[config.mk]
export PLATFORM = sky130hd
export DESIGN_NAME = jtdsp16_cache_ctrl_flat
export DESIGN_NICKNAME = d
export VERILOG_FILES = /design/src/rtl/jtdsp16_cache_ctrl_if.sv /design/src/rtl/jtdsp16_cache_ctrl.sv /design/src/flat_wrapper.sv
export SDC_FILE = /design/constraint.sdc
export NUM_CORES = 1
export LEC_CHECK = 0
export ABC_AREA = 1
export CAP_MARGIN = 0
export CELL_PAD_IN_SITES_DETAIL_PLACEMENT = 2
export CELL_PAD_IN_SITES_GLOBAL_PLACEMENT = 2
export CORE_MARGIN = 3
export CORE_UTILIZATION = 40
export DETAILED_ROUTE_END_ITERATION = 12
export PLACE_DENSITY_LB_ADDON = 0.1
export SETUP_SLACK_MARGIN = 0.1
export SLEW_MARGIN = 20
export SYNTH_ARGS = -nofsm -noshare
export SYNTH_HDL_FRONTEND = slang
export SYNTH_SLANG_ARGS = --single-unit
[constraint.sdc]
create_clock -name clk -period 3.3 [get_ports clk]
set_input_delay 0.66 -clock clk [delete_from_list [all_inputs] [get_ports clk]]
set_output_delay 0.66 -clock clk [all_outputs]
set_load 0.02 [all_outputs]
[src/rtl/jtdsp16_cache_ctrl_if.sv]
// Bus bundle between the DSP16 sequencer/decoder and the loop cache controller.
// The master drives the loop commands and ROM word; the slave returns the cache outputs.
interface jtdsp16_cache_ctrl_if #(
    parameter int KW = 7
);
    logic          do_start;
    logic          redo_start;
    logic [3:0]    ni;
    logic [KW-1:0] k;
    logic [15:0]   rom_dout;
    logic [15:0]   cache_dout;
    logic          cache_sel;
    logic          pc_hold;
    logic          busy;
    logic          irq_mask;
    logic [KW-1:0] rem_cnt;

    modport master (
        output do_start, redo_start, ni, k, rom_dout,
        input  cache_dout, cache_sel, pc_hold, busy, irq_mask, rem_cnt
    );

    modport slave (
        input  do_start, redo_start, ni, k, rom_dout,
        output cache_dout, cache_sel, pc_hold, busy, irq_mask, rem_cnt
    );
endinterface

[src/rtl/jtdsp16_cache_ctrl.sv]
// DO/REDO loop cache sequencer: captures a loop body from ROM while it runs once,
// then replays it from the cache with the program counter frozen.
module jtdsp16_cache_ctrl #(
    parameter int DEPTH = 15,
    parameter int KW    = 7
) (
    input  logic                   clk,
    input  logic                   rst,
    input  logic                   cen,
    jtdsp16_cache_ctrl_if.slave    bus
);
    typedef enum logic [1:0] {
        IDLE   = 2'd0,
        LOAD   = 2'd1,
        REPLAY = 2'd2
    } state_t;

    state_t        state_r;
    logic [3:0]    idx_r;
    logic [3:0]    stored_ni_r;
    logic [KW-1:0] rem_cnt_r;
    logic [15:0]   mem_r [0:DEPTH-1];
    logic [15:0]   cache_word_s;
    logic          last_s;

    assign last_s = (idx_r == (stored_ni_r - 4'd1));

    // Loop sequencer: state, body index, remaining passes and stored body length
    always_ff @(posedge clk) begin
        if (rst) begin
            state_r     <= IDLE;
            idx_r       <= 4'd0;
            rem_cnt_r   <= KW'(0);
            stored_ni_r <= 4'd0;
        end else if (cen) begin
            case (state_r)
                IDLE: begin
                    // DO has priority over REDO when both are decoded together
                    if (bus.do_start && (bus.ni != 4'd0)) begin
                        state_r     <= LOAD;
                        idx_r       <= 4'd0;
                        stored_ni_r <= bus.ni;
                        rem_cnt_r   <= (bus.k == KW'(0)) ? KW'(0) : (bus.k - KW'(1));
                    end else if (bus.redo_start && (stored_ni_r != 4'd0) && (bus.k != KW'(0))) begin
                        state_r   <= REPLAY;
                        idx_r     <= 4'd0;
                        rem_cnt_r <= bus.k;
                    end else begin
                        state_r <= IDLE;
                    end
                end
                LOAD: begin
                    if (last_s) begin
                        idx_r   <= 4'd0;
                        state_r <= (rem_cnt_r == KW'(0)) ? IDLE : REPLAY;
                    end else begin
                        idx_r <= idx_r + 4'd1;
                    end
                end
                REPLAY: begin
                    if (last_s) begin
                        idx_r <= 4'd0;
                        // Counter saturates at zero; a pass count of one ends the loop
                        if (rem_cnt_r != KW'(0)) begin
                            rem_cnt_r <= rem_cnt_r - KW'(1);
                        end else begin
                            rem_cnt_r <= KW'(0);
                        end
                        if (rem_cnt_r <= KW'(1)) begin
                            state_r <= IDLE;
                        end else begin
                            state_r <= REPLAY;
                        end
                    end else begin
                        idx_r <= idx_r + 4'd1;
                    end
                end
                default: begin
                    state_r <= IDLE;
                    idx_r   <= 4'd0;
                end
            endcase
        end
    end

    // Body capture while loading; the array keeps its contents across reset for REDO
    always_ff @(posedge clk) begin
        if (cen && !rst && (state_r == LOAD)) begin
            mem_r[idx_r] <= bus.rom_dout;
        end
    end

    // Replay word selection; the bus reads zero whenever the cache is not the source
    always_comb begin
        cache_word_s = 16'h0000;
        if (state_r == REPLAY) begin
            cache_word_s = mem_r[idx_r];
        end else begin
            cache_word_s = 16'h0000;
        end
    end

    assign bus.cache_dout = cache_word_s;
    assign bus.cache_sel  = (state_r == REPLAY);
    assign bus.pc_hold    = (state_r == REPLAY);
    assign bus.busy       = (state_r != IDLE);
    assign bus.irq_mask   = (state_r != IDLE);
    assign bus.rem_cnt    = rem_cnt_r;
endmodule
[src/flat_wrapper.sv]
// flat-port wrapper written by rule: the top's interface ports become plain ports
module jtdsp16_cache_ctrl_flat 
#(
    parameter int DEPTH = 15,
    parameter int KW    = 7
)
  (clk, rst, cen, bus_do_start, bus_redo_start, bus_ni, bus_k, bus_rom_dout, bus_cache_dout, bus_cache_sel, bus_pc_hold, bus_busy, bus_irq_mask, bus_rem_cnt);
  jtdsp16_cache_ctrl_if #(.KW(KW)) bus_i ();
  input  logic clk;
  input  logic rst;
  input  logic cen;
  input wire logic [$bits(bus_i.do_start)-1:0] bus_do_start;
  input wire logic [$bits(bus_i.redo_start)-1:0] bus_redo_start;
  input wire logic [$bits(bus_i.ni)-1:0] bus_ni;
  input wire logic [$bits(bus_i.k)-1:0] bus_k;
  input wire logic [$bits(bus_i.rom_dout)-1:0] bus_rom_dout;
  output wire logic [$bits(bus_i.cache_dout)-1:0] bus_cache_dout;
  output wire logic [$bits(bus_i.cache_sel)-1:0] bus_cache_sel;
  output wire logic [$bits(bus_i.pc_hold)-1:0] bus_pc_hold;
  output wire logic [$bits(bus_i.busy)-1:0] bus_busy;
  output wire logic [$bits(bus_i.irq_mask)-1:0] bus_irq_mask;
  output wire logic [$bits(bus_i.rem_cnt)-1:0] bus_rem_cnt;
  assign bus_i.do_start = bus_do_start;
  assign bus_i.redo_start = bus_redo_start;
  assign bus_i.ni = bus_ni;
  assign bus_i.k = bus_k;
  assign bus_i.rom_dout = bus_rom_dout;
  assign bus_cache_dout = bus_i.cache_dout;
  assign bus_cache_sel = bus_i.cache_sel;
  assign bus_pc_hold = bus_i.pc_hold;
  assign bus_busy = bus_i.busy;
  assign bus_irq_mask = bus_i.irq_mask;
  assign bus_rem_cnt = bus_i.rem_cnt;
  jtdsp16_cache_ctrl #(.DEPTH(DEPTH), .KW(KW)) u_core (.clk(clk), .rst(rst), .cen(cen), .bus(bus_i));
endmodule
==> results of run 1 <==
-- per-layer routing --
metal | GRT usage [%] | up-vias | share of wire, %
met2 | 45.3 | 186 | 52
met4 | 6.59 | 2 | 2.1
met5 | 0 | - | 0.019
met1 | 31.2 | 4178 | 42
met3 | 2.88 | 57 | 3.9
li1 | - | 3613 | -
-- logic make-up after synthesis --
family / Yosys count
buf+inv: 98
xor+xnor: 4
flops: 261
simple gates: 397
compound gates: 206
fa+ha+maj: 13
-- worst max path at each step --
stage | startpoint | end | slack, ns | cells after the start
finish | flip-flop | bus_cache_dout[9] | 0.20 | 9
global route | flip-flop | bus_cache_dout[14] | 0.1 | 10
CTS | flip-flop | bus_cache_dout[14] | 0.11 | 10
detailed placement | flip-flop | bus_cache_dout[13] | 0.37 | 8
global placement | flip-flop | bus_cache_dout[13] | 0.46 | 8
floorplan | rst | u_core.mem_r[3][0] | 0.67 | 3
-- registers in the layout, summed over array words and instances (netlist names), named ones only --
register / count
u_core.idx_r: 4
u_core.bus.rem_cnt: 7
u_core.state_r: 2
u_core.stored_ni_r: 4
u_core.mem_r: 240
-- stage by stage --
| stage | power (µW) | util [%] | hold slack [ns] |
|---|---|---|---|
| after CTS | 7550 | 48.9 | 0.518 |
| final | 7500 | 48.9 | 0.514 |
| after detailed placement | 4370 | 45.4 | 0.508 |
| after global placement | 4340 | 45.4 | 0.502 |
| after global routing | 7750 | 48.9 | 0.554 |
| after floorplan | 4100 | - | 0.467 |
-- power by group through the flow --
stage	Sequential, µW	Clock (µW)	Combinational, µW
floorplan	3740	0	366
global placement	3720	0	619
detailed placement	3730	0	648
CTS	3660	3220	668
global route	3660	3360	734
finish	3660	3180	656
-- cell type report --
class | instances | area (µm²)
well taps | 341 | 427
multi-input cells | 620 | 3040
fillers | 2742 | 13800
clock inverters | 14 | 144
flip-flops and latches | 261 | 7630
inverters | 45 | 174
clock buffers | 39 | 763
repair buffers | 96 | 1030
-- critical path: stages (launching register included) --
cell and delay, ns:
dfxtp_4 0.39, clkinv_4 0.16, buf_12 0.22, nor2_1 0.05
o21ai_0 0.21, nand2_1 0.10, nand3_1 0.08, nand2_1 0.09
a31oi_1 0.22, dlygate4sd1_1 0.38
-- synthesized netlist by cell type, drive strengths merged --
cell type    n  area [µm²]
nor3        15        75.1
inv         45         169
o21bai       1        7.51
nand4        4        25.0
dfxtp       21         420
a21boi       1        7.51
o211ai      16         120
ha          13         163
nand2      182         733
nor2       151         592
xor2         4        35.0
nand3       45         225
a31oi        8        50.1
edfxtp     240        7210
buf         30         176
o22ai       34         213
o21ai      116         581
clkbuf      23        86.3
a21oi       30         158
-- what timing repair did --
| item | in CTS | in global routing |
|---|---|---|
| gates cloned | 1 | 0 |
| pin swaps | 0 | 1 |
| setup endpoints to repair | 16 | 7 |
| gates resized for setup | 27 | 18 |
==> reports/qor.txt, run 1 <==
Routability cong.: 0.760
N_diodes: 0
RSZ-0062 raised after global routing: yes
CTS tree: done
Routed WL per cell: 25.6 µm
Fin nets: 1098
Dpl ws: 0.371 ns
Synth Net Count: 1024
Syn Area/Cell: 11.3 µm²
Worst hold path class: flip-flop to flip-flop
Status: completed
Synth unique cells: 29
Yosys reg bits: 261
P_leak: 0.00472 µW
DR DRC count: 0
Hold Fails Final Rpt: 0
Die width: 172 µm
H-Tree Level Count: 1
Largest net degree at the start of global routing: 45
# rows: 60
Gr usage total: 24.8%
Least-Margin Pin Slew: 0.917 ns
Worst vdd rail ir drop: 0.327 mV
Clock Power Share: 42.5%
Num CTS Buffers: 29
# hold bufs at CTS: 0
Sequential power share: 48.8%
Setup-failing EPs final: 0
DRT Wirelength: 36300 µm
CTS root buffer: clkbuf_16
Most common cell after layout, fill and taps aside: edfxtp_1
Core area: 27000 µm²
Clock buffer depth: 3
Initial drt markers: 559
Clock slew at reported path FFs: 0.06 ns
Reg2reg end: u_core.mem_r[8][5]
WP data required: 2.64 ns
Initial core utilization: 40.9%
# IOs: 59
Later-pin clock latency in the skew report: 0.53 ns
Global route overflow: 0
Yosys warning count: 0
Pint: 5710 µW
R2r worst-path depth: 7
Register-to-Register Setup Slack: 1.11 ns
Max_cap viols: 0
Sw Ratio: 23.9%
# port buffers: 58
Non-Filler Instances: 1416
Final worst slack: 0.198 ns
Largest family of logic cells by synthesized area: simple AND/OR/NAND/NOR gates
Clock skew: 0.0101 ns
DP Wirelength: 21100 µm
P_sw: 1790 µW
DRT Pass-1 Iters: 5
Count of final max-slew check failures: 0
Seq/Total Area, Yosys: 69.1%
Rel. slew slack: 38.8%
Synth Instances: 979
XOR/XNOR Fraction of Synth Area: 0.317%
Post-route design area: 13200 µm²
Initial antenna violation count: 2
Post-synthesis adder-cell area fraction: 1.47%
Crit share post-route: 94.0%
Comb power frac: 8.8%
Worst setup SP type: flip-flop
Vias per Instance: 5.68
Placed cell area: 12300 µm²
Area Growth Syn to Fin: 19.6%
Multiplexer area fraction after synthesis: 0%
Setup tns final: 0 ns
Hold path startpoint: u_core.state_r[1]
Die area: 29600 µm²
Pwr/cell area: 568 nW/µm²
Routed via count: 8036
Netlist area before placement: 11000 µm²
Setup bufs post-CTS: 0
Synth Area in Simple Gates: 14.9%
Global-route wire length before repair: 54800 µm
Compound-Gate Fraction of Synth Area: 10.3%
Layout cells sized above 1: 11.9%
Final ANT Viol Nets: 0
# placed instances: 1362
R2R Path Start: u_core.state_r[1]
Commonest cells after routing, fill and taps aside: edfxtp_1, nand2_1, nor2_1, o21ai_0, nand3_1
Crit Path Max Fanout: 35
Die Height: 172 µm
Hold Path Sink: u_core.state_r[1]
CP Class: flip-flop to output port
Setup crit end kind: output port
Fmax: 0.322 GHz
Worst EP arrival: 2.44 ns
Tmin final: 3.10 ns
Hold path cells: 2
Vias in the first global route: 8933
# clock sinks: 261
Power figures use the tool's default switching activity.
==> inputs of run 2 (changes only) <==
--- a/config.mk
+++ b/config.mk
@@ -13,6 +13,7 @@
 export CORE_UTILIZATION = 40
 export DETAILED_ROUTE_END_ITERATION = 12
 export PLACE_DENSITY_LB_ADDON = 0.1
+export REMOVE_ABC_BUFFERS = 1
 export SETUP_SLACK_MARGIN = 0.1
 export SLEW_MARGIN = 20
 export SYNTH_ARGS = -nofsm -noshare
==> run 2 against run 1 <==
Critical path depth increased by 2. Via count increased by 0.32%. Worst setup slack improved by 0.031 ns. Non-clock buffer count increased by 1. Register-to-register slack got worse by 0.10 ns. Die area unchanged. Cell area increased by 1.7%. Critical path type unchanged.
==> reports/qor.txt, run 2 (synthesized netlist as in run 1, its figures left out) <==
WL met2: 19200 µm
# clock sinks: 261
Crit share post-route: 93.0%
Pint: 5980 µW
RSZ-0062 raised after global routing: no
# IOs: 59
Die width: 172 µm
Non-Filler Instances: 1420
Commonest cells after routing, fill and taps aside: edfxtp_1, nand2_1, nor2_1, o21ai_0, nand3_1
Dpl ws: 0.304 ns
WP data required: 2.64 ns
# rows: 60
Tmin final: 3.07 ns
Die area: 29600 µm²
Setup crit end kind: output port
Area Growth Syn to Fin: 21.7%
Most common cell after layout, fill and taps aside: edfxtp_1
Routability cong.: 0.761
CP Class: flip-flop to output port
Setup-failing EPs final: 0
Count of final max-slew check failures: 0
Layout cells sized above 1: 13.2%
Initial drt markers: 712
Num CTS Buffers: 30
Rel. slew slack: 57.7%
# port buffers: 58
Sw Ratio: 23.8%
Fillers: 2667
Worst EP arrival: 2.41 ns
Fin nets: 1100
Register-to-Register Setup Slack: 1.01 ns
Initial antenna violation count: 0
Max_cap viols: 0
Wl on met1: 15500 µm
Clock skew: 0.0206 ns
Vias per Instance: 5.68
Top Metal Used: met4
CTS root buffer: clkbuf_16
Status: completed
Gr usage total: 24.8%
DR DRC count: 0
Worst hold path class: flip-flop to flip-flop
Final worst slack: 0.230 ns
Max FFs per register: 240
N_diodes: 0
Global-route wire length before repair: 54900 µm
DRT Wirelength: 36900 µm
Crit Path Max Fanout: 39
DP Wirelength: 20900 µm
Hold Fails Final Rpt: 0
Final ANT Viol Nets: 0
Clock Power Share: 44.9%
Routed WL per cell: 26.0 µm
P_sw: 1870 µW
Worst setup SP type: flip-flop
Least-Margin Pin Slew: 0.633 ns
Pwr/cell area: 584 nW/µm²
Largest net degree at the start of global routing: 46
Met3 routed WL: 1590 µm
Initial core utilization: 40.9%
Clock buffer depth: 3
CTS tree: done
P_leak: 0.00483 µW
Comb power frac: 8.5%
DRT Pass-1 Iters: 5
Largest reg by FF count: u_core.mem_r
Core area: 27000 µm²
Vias in the first global route: 8954
# placed instances: 1358
Die Height: 172 µm
Clock slew at reported path FFs: 0.06 ns
H-Tree Level Count: 1
Routed via count: 8062
Fmax: 0.326 GHz
Global route overflow: 0
Later-pin clock latency in the skew report: 0.55 ns
Worst vdd rail ir drop: 0.470 mV
Sequential power share: 46.6%
-- run 2: changes by cell type in the layout (fill, tap and decap cells not counted), moves of 2 or more --
cell            before  now
buf_4               20   18
clkbuf_16           29   32
clkbuf_1            10    1
dlymetal6s2s_1       0    2
clkbuf_8             0    4
buf_6                4    2
dlygate4sd2_1        9    6
buf_12              11   16
clkinvlp_4           0    3
-- run 2: worst paths after layout --
check,startpoint,end,depth (start not counted)
max,flip-flop,bus_cache_dout[10],11
min,u_core.state_r[0],u_core.state_r[0],2
max reg2reg,u_core.state_r[1],u_core.mem_r[8][6],7
min reg2reg,u_core.state_r[0],u_core.state_r[0],2
-- run 2: metrics by stage --
stage / setup TNS (ns) / power [µW] / hold WS (ns) / util [%] / area, µm²
5_1_grt: 0 / 8100 / 0.546 / 49.7 / 13400
6_report: 0 / 7850 / 0.519 / 49.7 / 13400
3_5_place_dp: 0 / 4370 / 0.515 / 45.4 / 12300
2_1_floorplan: -18.44 / 4070 / 0.467 / - / 10800
3_3_place_gp: 0 / 4340 / 0.500 / 45.4 / 12300
4_1_cts: -0.0281 / 7900 / 0.524 / 49.6 / 13400
-- run 2: cell type report --
cell class	instances	area, µm²	share of cell area, %
Sequential cell	261	7630	56.8
Clock buffer	36	835	6.21
Timing Repair Buffer	97	1110	8.26
Inverter	45	174	1.29
Clock inverter	20	223	1.66
Multi-Input combinational cell	620	3030	22.6
Tap cell	341	427	3.18
-- run 2: timing repair --
item	CTS	global route
pin swaps	0	0
gates resized for setup	23	27
cloned	1	1
setup endpoints to repair	16	12
setup buffers	1	3
hold buffers	0	0
-- run 2: power groups by stage --
stage | combinational [µW] | clock [µW] | sequential [µW]
floorplan | 322 | 0 | 3750
global placement | 608 | 0 | 3730
detailed placement | 636 | 0 | 3730
CTS | 662 | 3580 | 3660
global route | 747 | 3690 | 3660
finish | 668 | 3520 | 3660
-- run 2: per-layer routing --
metal | GRT usage [%] | up-vias
met5 | 0 | -
met4 | 7.39 | 0
met3 | 3.41 | 43
met2 | 43.6 | 213
met1 | 32.2 | 4190
li1 | - | 3616
-- run 2: worst max-delay path, stage by stage (launching register included) --
cell and delay, ns:
dfxtp_4 0.42, buf_4 0.15, buf_12 0.20, nor2_1 0.08, nor2_1 0.10, o21ai_0 0.10, o21ai_1 0.11, nand2_1 0.07
nand3_1 0.07, nand2_1 0.06, a31oi_1 0.15, dlygate4sd2_1 0.35
==> RTL change 1 (config.mk and constraints of run 2) <==
`DEPTH` is set to 15 in 2 places; all go to 14.
--- a/src/rtl/jtdsp16_cache_ctrl.sv
+++ b/src/rtl/jtdsp16_cache_ctrl.sv
@@ -3,3 +3,3 @@
 module jtdsp16_cache_ctrl #(
-    parameter int DEPTH = 15,
+    parameter int DEPTH = 14,
     parameter int KW    = 7
--- a/src/flat_wrapper.sv
+++ b/src/flat_wrapper.sv
@@ -3,3 +3,3 @@
 #(
-    parameter int DEPTH = 15,
+    parameter int DEPTH = 14,
     parameter int KW    = 7
Formal check against the unedited RTL: same outputs for any inputs over 4 cycles, from zero or initial values and one cycle with rst high; that may be too few to reach the edited logic, so the function may still have changed.
==> RTL change 1 against run 2 <==
  * Sequential cell count down 16
  * Critical endpoint is now bus_cache_dout[4]
  * Highest routed layer unchanged
  * Sequential power fell by 6.0%
  * Cell area shrank 5.5%
  * Setup slack lost 43 ps
  * Via count is 5.5% lower
  * Non-clock buffer count grew 2
  * Synthesized cell count fell by 5.0%
  * Power is 9.7% lower
  * Maximum frequency down 1.4%
  * Critical path type unchanged
  * Wire length shrank 6.7%
  * Count of clock-buffer cells in the layout shrank 1
  * Synthesized area fell by 4.1%
==> RTL change 1: results (changes against run 2) <==
{
  "drive_gt1_share": {"value": 14.74, "unit": "%", "change": "+1.6 points"},
  "global_routing_met1_resource_utilization": {"value": 30.46, "unit": "%", "change": "-1.7 points"},
  "number_of_enable_flip_flop_cells_after_synthesis": {"value": 224, "change": "-6.7%"},
  "critical_path.max_stage_delay": {"value": 440, "unit": "ps", "change": "+20 ps"},
  "post_cts.repair.setup_buffers": {"value": 0, "change": "-1"},
  "starting_drc_count_in_detailed_routing": {"value": 523, "change": "-27%"},
  "drt-met1-wl": {"value": 14330, "unit": "um", "change": "-7.3%"},
  "sequential_to_total_area_share_from_yosys_stat": {"value": 67.50, "unit": "%", "change": "-1.6 points"},
  "largest_reg_flops": {"value": 224, "change": "-6.7%"},
  "tightest_slew": {"value": 643.7, "unit": "ps", "change": "+10.60 ps"},
  "met3_usage": {"value": 3.223, "unit": "%", "change": "-0.18 points"},
  "numCtsBuffers": {"value": 28, "change": "-6.7%"},
  "dp_hpwl": {"value": 20010, "unit": "um", "change": "-4.3%"},
  "grt_first_pass_wirelength": {"value": 52950, "unit": "um", "change": "-3.5%"},
  "routedWlPerCell": {"value": 25.31, "unit": "um", "change": "-2.6%"},
  "routed-wl-met2": {"value": 17740, "unit": "um", "change": "-7.8%"},
  "finish.net_count": {"value": 1054, "change": "-4.2%"},
  "synth_top_cells_by_count": {"value": "224 x sky130_fd_sc_hd__edfxtp_1, 165 x sky130_fd_sc_hd__nor2_1, 121 x sky130_fd_sc_hd__nand2_1"},
  "critical_path_arrival": {"value": 2450, "unit": "ps", "change": "+40 ps"},
  "leakage_dissipation": {"value": 4.461, "unit": "nW", "change": "-7.7%"},
  "via_count_of_the_first_global_routing_pass": {"value": 8650, "change": "-3.4%"},
  "met3RoutedLength": {"value": 1406, "unit": "um", "change": "-11%"},
  "result_of_the_run": {"value": "finished clean"},
  "gp_congestion": {"value": 0.8062, "change": "+5.9%"},
  "globalRouteMet2Util": {"value": 44.13, "unit": "%", "change": "+0.52 points"},
  "post_synth_main_area_contributors": {"value": "sky130_fd_sc_hd__edfxtp_1 64%, sky130_fd_sc_hd__nor2_1 5.8%, sky130_fd_sc_hd__nand2_1 4.3%"},
  "worst_hold_path_type": {"value": "reg -> reg"},
  "worst_vdd_ir": {"value": 0.3794, "unit": "mV", "change": "-19%"},
  "critPathSlowestCell": {"value": "sky130_fd_sc_hd__dfxtp_4"},
  "fillCellCount": {"value": 2557, "change": "-4.1%"},
  "worstPathMaxFanout": {"value": 29, "change": "-26%"},
  "grt_use_total": {"value": 24.37, "unit": "%", "change": "-0.45 points"},
  "viasPerCell": {"value": 5.597, "change": "-1.4%"},
  "finClkSkew": {"value": 19.17, "unit": "ps", "change": "-1.416 ps"},
  "synth_cell_type_count": {"value": 39, "change": "+34%"}
}
[RTL change 1: cells by family after synthesis]
logic type               synth area share, %
AND/OR/NAND/NOR                        15.47
flip-flops                             67.50
AO/OA/AOI/OAI                          10.92
buffers and inverters                  4.077
adder cells (fa/ha/maj)                1.536
XOR/XNOR                              0.4964
[RTL change 1: cell type report]
cell class                 instances  area share, %
clock buffer                      35          5.728
tap                              330          3.253
inverter                          45          1.400
timing repair buffer              99          7.955
sequential                       245          56.37
clock inverter                    17          1.134
multi-input combinational        590          24.16
[RTL change 1: where the power goes]
group	internal [mW]	leakage [nW]	switching (mW)
Clock	1.72	0.415	1.28
Sequential	3.41	2.19	0.0300
Combinational	0.243	1.86	0.417
[RTL change 1: worst paths after layout]
| path | slack (ps) | depth (start not counted) | endpoint | start |
|---|---|---|---|---|
| max | 190 | 6 | bus_cache_dout[4] | register |
| min | 520 | 2 | u_core.state_r[0] | u_core.state_r[0] |
| max reg2reg | 720 | 7 | u_core.mem_r[11][4] | u_core.state_r[1] |
| min reg2reg | 520 | 2 | u_core.state_r[0] | u_core.state_r[0] |
[RTL change 1: timing repair]
item                                    in CTS  in global routing
gates cloned                                 3                  0
resized for setup                           26                 26
endpoints found under the setup margin      16                 12
hold buffers                                 0                  0
[RTL change 1: through the flow]
step	worst slack [ps]	total power, mW	instances	area (um^2)
finish	186.9	7.091	1361	12690
global route	82.32	7.348	1361	12690
CTS	-74.41	7.148	1361	12710
detailed placement	340.8	4.130	1306	11720
global placement	424.8	4.087	1306	11720
floorplan	-1621	3.850	880	10330
[RTL change 1: tightest hold or removal path, delay by kind of cell, from the launching register on]
family	cells	cell delay [ps]
AO/OA/AOI/OAI	1	60
flip-flops	1	340
AND/OR/NAND/NOR	1	80
==> RTL change 2 (config.mk and constraints of run 2) <==
Made on the original files. Encoding of `state_t`: now one-hot (3 bits for 3 states).
--- a/src/rtl/jtdsp16_cache_ctrl.sv
+++ b/src/rtl/jtdsp16_cache_ctrl.sv
@@ -11,6 +11,6 @@
 );
-    typedef enum logic [1:0] {
-        IDLE   = 2'd0,
-        LOAD   = 2'd1,
-        REPLAY = 2'd2
+    typedef enum logic [2:0] {
+        IDLE   = 3'b001,
+        LOAD   = 3'b010,
+        REPLAY = 3'b100
     } state_t;
Behaviour: same outputs for any inputs over 4 cycles, from zero or initial values and one cycle with rst high; so few cycles prove little.
==> RTL change 2 against run 2 <==
  * Cell area fell by 1.0%
  * Maximum frequency decreased by 0.12%
  * Worst hold slack better by 1.3 ps
  * Non-clock buffer count grew 5
  * Setup slack got worse by 3.7 ps
  * First-iteration DRC count is 19% lower
  * Power shrank 7.3%
  * Sequential cell count is 1 higher
  * Synthesized area is 0.43% higher
  * Register-to-register slack gained 60 ps
  * Core utilization shrank 0.65 points
  * Wire length down 3.9%
  * Critical path type unchanged
  * Critical endpoint is now bus_cache_dout[9]
  * Highest routed layer unchanged
==> RTL change 2: results (changes against run 2) <==
{
  "dp_hpwl": {"value": 21200, "unit": "um", "change": "+1.4%"},
  "gate_count_of_the_mapped_netlist": {"value": 995, "change": "+1.6%"},
  "starting_drc_count_in_detailed_routing": {"value": 576, "change": "-19%"},
  "met3_usage": {"value": 3.422, "unit": "%", "change": "+0.015 points"},
  "post_synth_main_area_contributors": {"value": "sky130_fd_sc_hd__edfxtp_1 65%, sky130_fd_sc_hd__nand2_1 6.3%, sky130_fd_sc_hd__nor2_1 5.2%"},
  "grt_use_total": {"value": 23.37, "unit": "%", "change": "-1.5 points"},
  "sequential_to_total_area_share_from_yosys_stat": {"value": 68.95, "unit": "%", "change": "-0.12 points"},
  "total_switching_power": {"value": 1.635, "unit": "mW", "change": "-12%"},
  "finish.net_count": {"value": 1116, "change": "+1.5%"},
  "fillCellCount": {"value": 2724, "change": "+2.1%"},
  "synth_top_cells_by_count": {"value": "240 x sky130_fd_sc_hd__edfxtp_1, 185 x sky130_fd_sc_hd__nand2_1, 154 x sky130_fd_sc_hd__nor2_1"},
  "clock_path_buffers": {"value": 3, "change": "unchanged"},
  "global_routing_met1_resource_utilization": {"value": 29.53, "unit": "%", "change": "-2.6 points"},
  "viasPerCell": {"value": 5.504, "change": "-3.1%"},
  "finClkSkew": {"value": 8.948, "unit": "ps", "change": "-11.64 ps"},
  "critical_path.max_stage_delay": {"value": 400, "unit": "ps", "change": "-20 ps"},
  "globalRouteMet2Util": {"value": 41.91, "unit": "%", "change": "-1.7 points"},
  "worstPathMaxFanout": {"value": 27, "change": "-31%"},
  "via_count_of_the_first_global_routing_pass": {"value": 8959, "change": "+0.056%"},
  "gp_congestion": {"value": 0.7971, "change": "+4.7%"},
  "worst_vdd_ir": {"value": 0.3703, "unit": "mV", "change": "-21%"},
  "synth_cell_type_count": {"value": 34, "change": "+17%"},
  "preCtsSetupSlack": {"value": 381.8, "unit": "ps", "change": "+77.68 ps"},
  "drv.max_cap_violation_count": {"value": 0, "change": "unchanged"},
  "routedWlPerCell": {"value": 24.12, "unit": "um", "change": "-7.2%"},
  "drive_gt1_share": {"value": 11.74, "unit": "%", "change": "-1.4 points"},
  "result_of_the_run": {"value": "finished clean"}
}
RTL change 2: per-layer routing:
layer  vias up  wire length (um)
li1       3663                 -
met1      4152             14560
met2       215             18290
met3        66              1649
met4         0               977
met5         -                 0
RTL change 2: cell families (layout without fill, tap and decap cells):
logic type | after synthesis | after routing | share of synthesized area [%]
XOR/XNOR | 5 | 5 | 0.3948
flip-flops | 262 | 262 | 68.95
AO/OA/AOI/OAI | 185 | 185 | 9.386
adder cells (fa/ha/maj) | 9 | 9 | 1.015
AND/OR/NAND/NOR | 433 | 433 | 16.29
buffers and inverters | 101 | 205 | 3.960
RTL change 2: power groups by stage:
stage / registers, mW / clock network, mW / logic [mW]
after detailed placement: 3.74 / 0 / 0.442
after CTS: 3.67 / 3.22 / 0.451
after global routing: 3.67 / 3.37 / 0.503
final: 3.67 / 3.16 / 0.450
after global placement: 3.74 / 0 / 0.421
after floorplan: 3.75 / 0 / 0.214
RTL change 2: path summary, 6_finish.rpt:
check	from	endpoint	slack [ps]	cells after the start
max	register	bus_cache_dout[9]	230	7
min	u_core.stored_ni_r[1]	u_core.stored_ni_r[1]	520	2
max reg2reg	u_core.state_r[1]	u_core.mem_r[0][10]	1070	7
min reg2reg	u_core.stored_ni_r[1]	u_core.stored_ni_r[1]	520	2
RTL change 2: metrics by stage:
| stage | cell area, um^2 | hold WS (ps) | power (mW) |
|---|---|---|---|
| after floorplan | 10830 | 470.9 | 3.964 |
| after global placement | 12270 | 514.0 | 4.157 |
| after detailed placement | 12270 | 516.8 | 4.178 |
| after CTS | 13250 | 525.5 | 7.340 |
| after global routing | 13300 | 564.1 | 7.541 |
| final | 13300 | 520.6 | 7.273 |
RTL change 2: final cells by class:
cell class / count / share of cell area, %
clock buffer: 41 / 6.268
clock inverter: 15 / 0.7811
inverter: 47 / 1.346
multi-input combinational: 632 / 22.92
sequential: 262 / 57.57
tap: 372 / 3.501
timing repair buffer: 102 / 7.613
RTL change 2: tightest hold or removal path: stages, from the launching register on:
cell	delay, ps
sky130_fd_sc_hd__dfxtp_1	310
sky130_fd_sc_hd__inv_1	90
sky130_fd_sc_hd__a21oi_1	70
RTL change 2: repair_timing:
| action | CTS | global route |
|---|---|---|
| pin swaps | 0 | 0 |
| cloned | 1 | 2 |
| setup endpoints to repair | 16 | 8 |
| gates resized for setup | 21 | 10 |
| setup buffers | 3 | 0 |
| endpoints found under the hold margin | 0 | 0 |
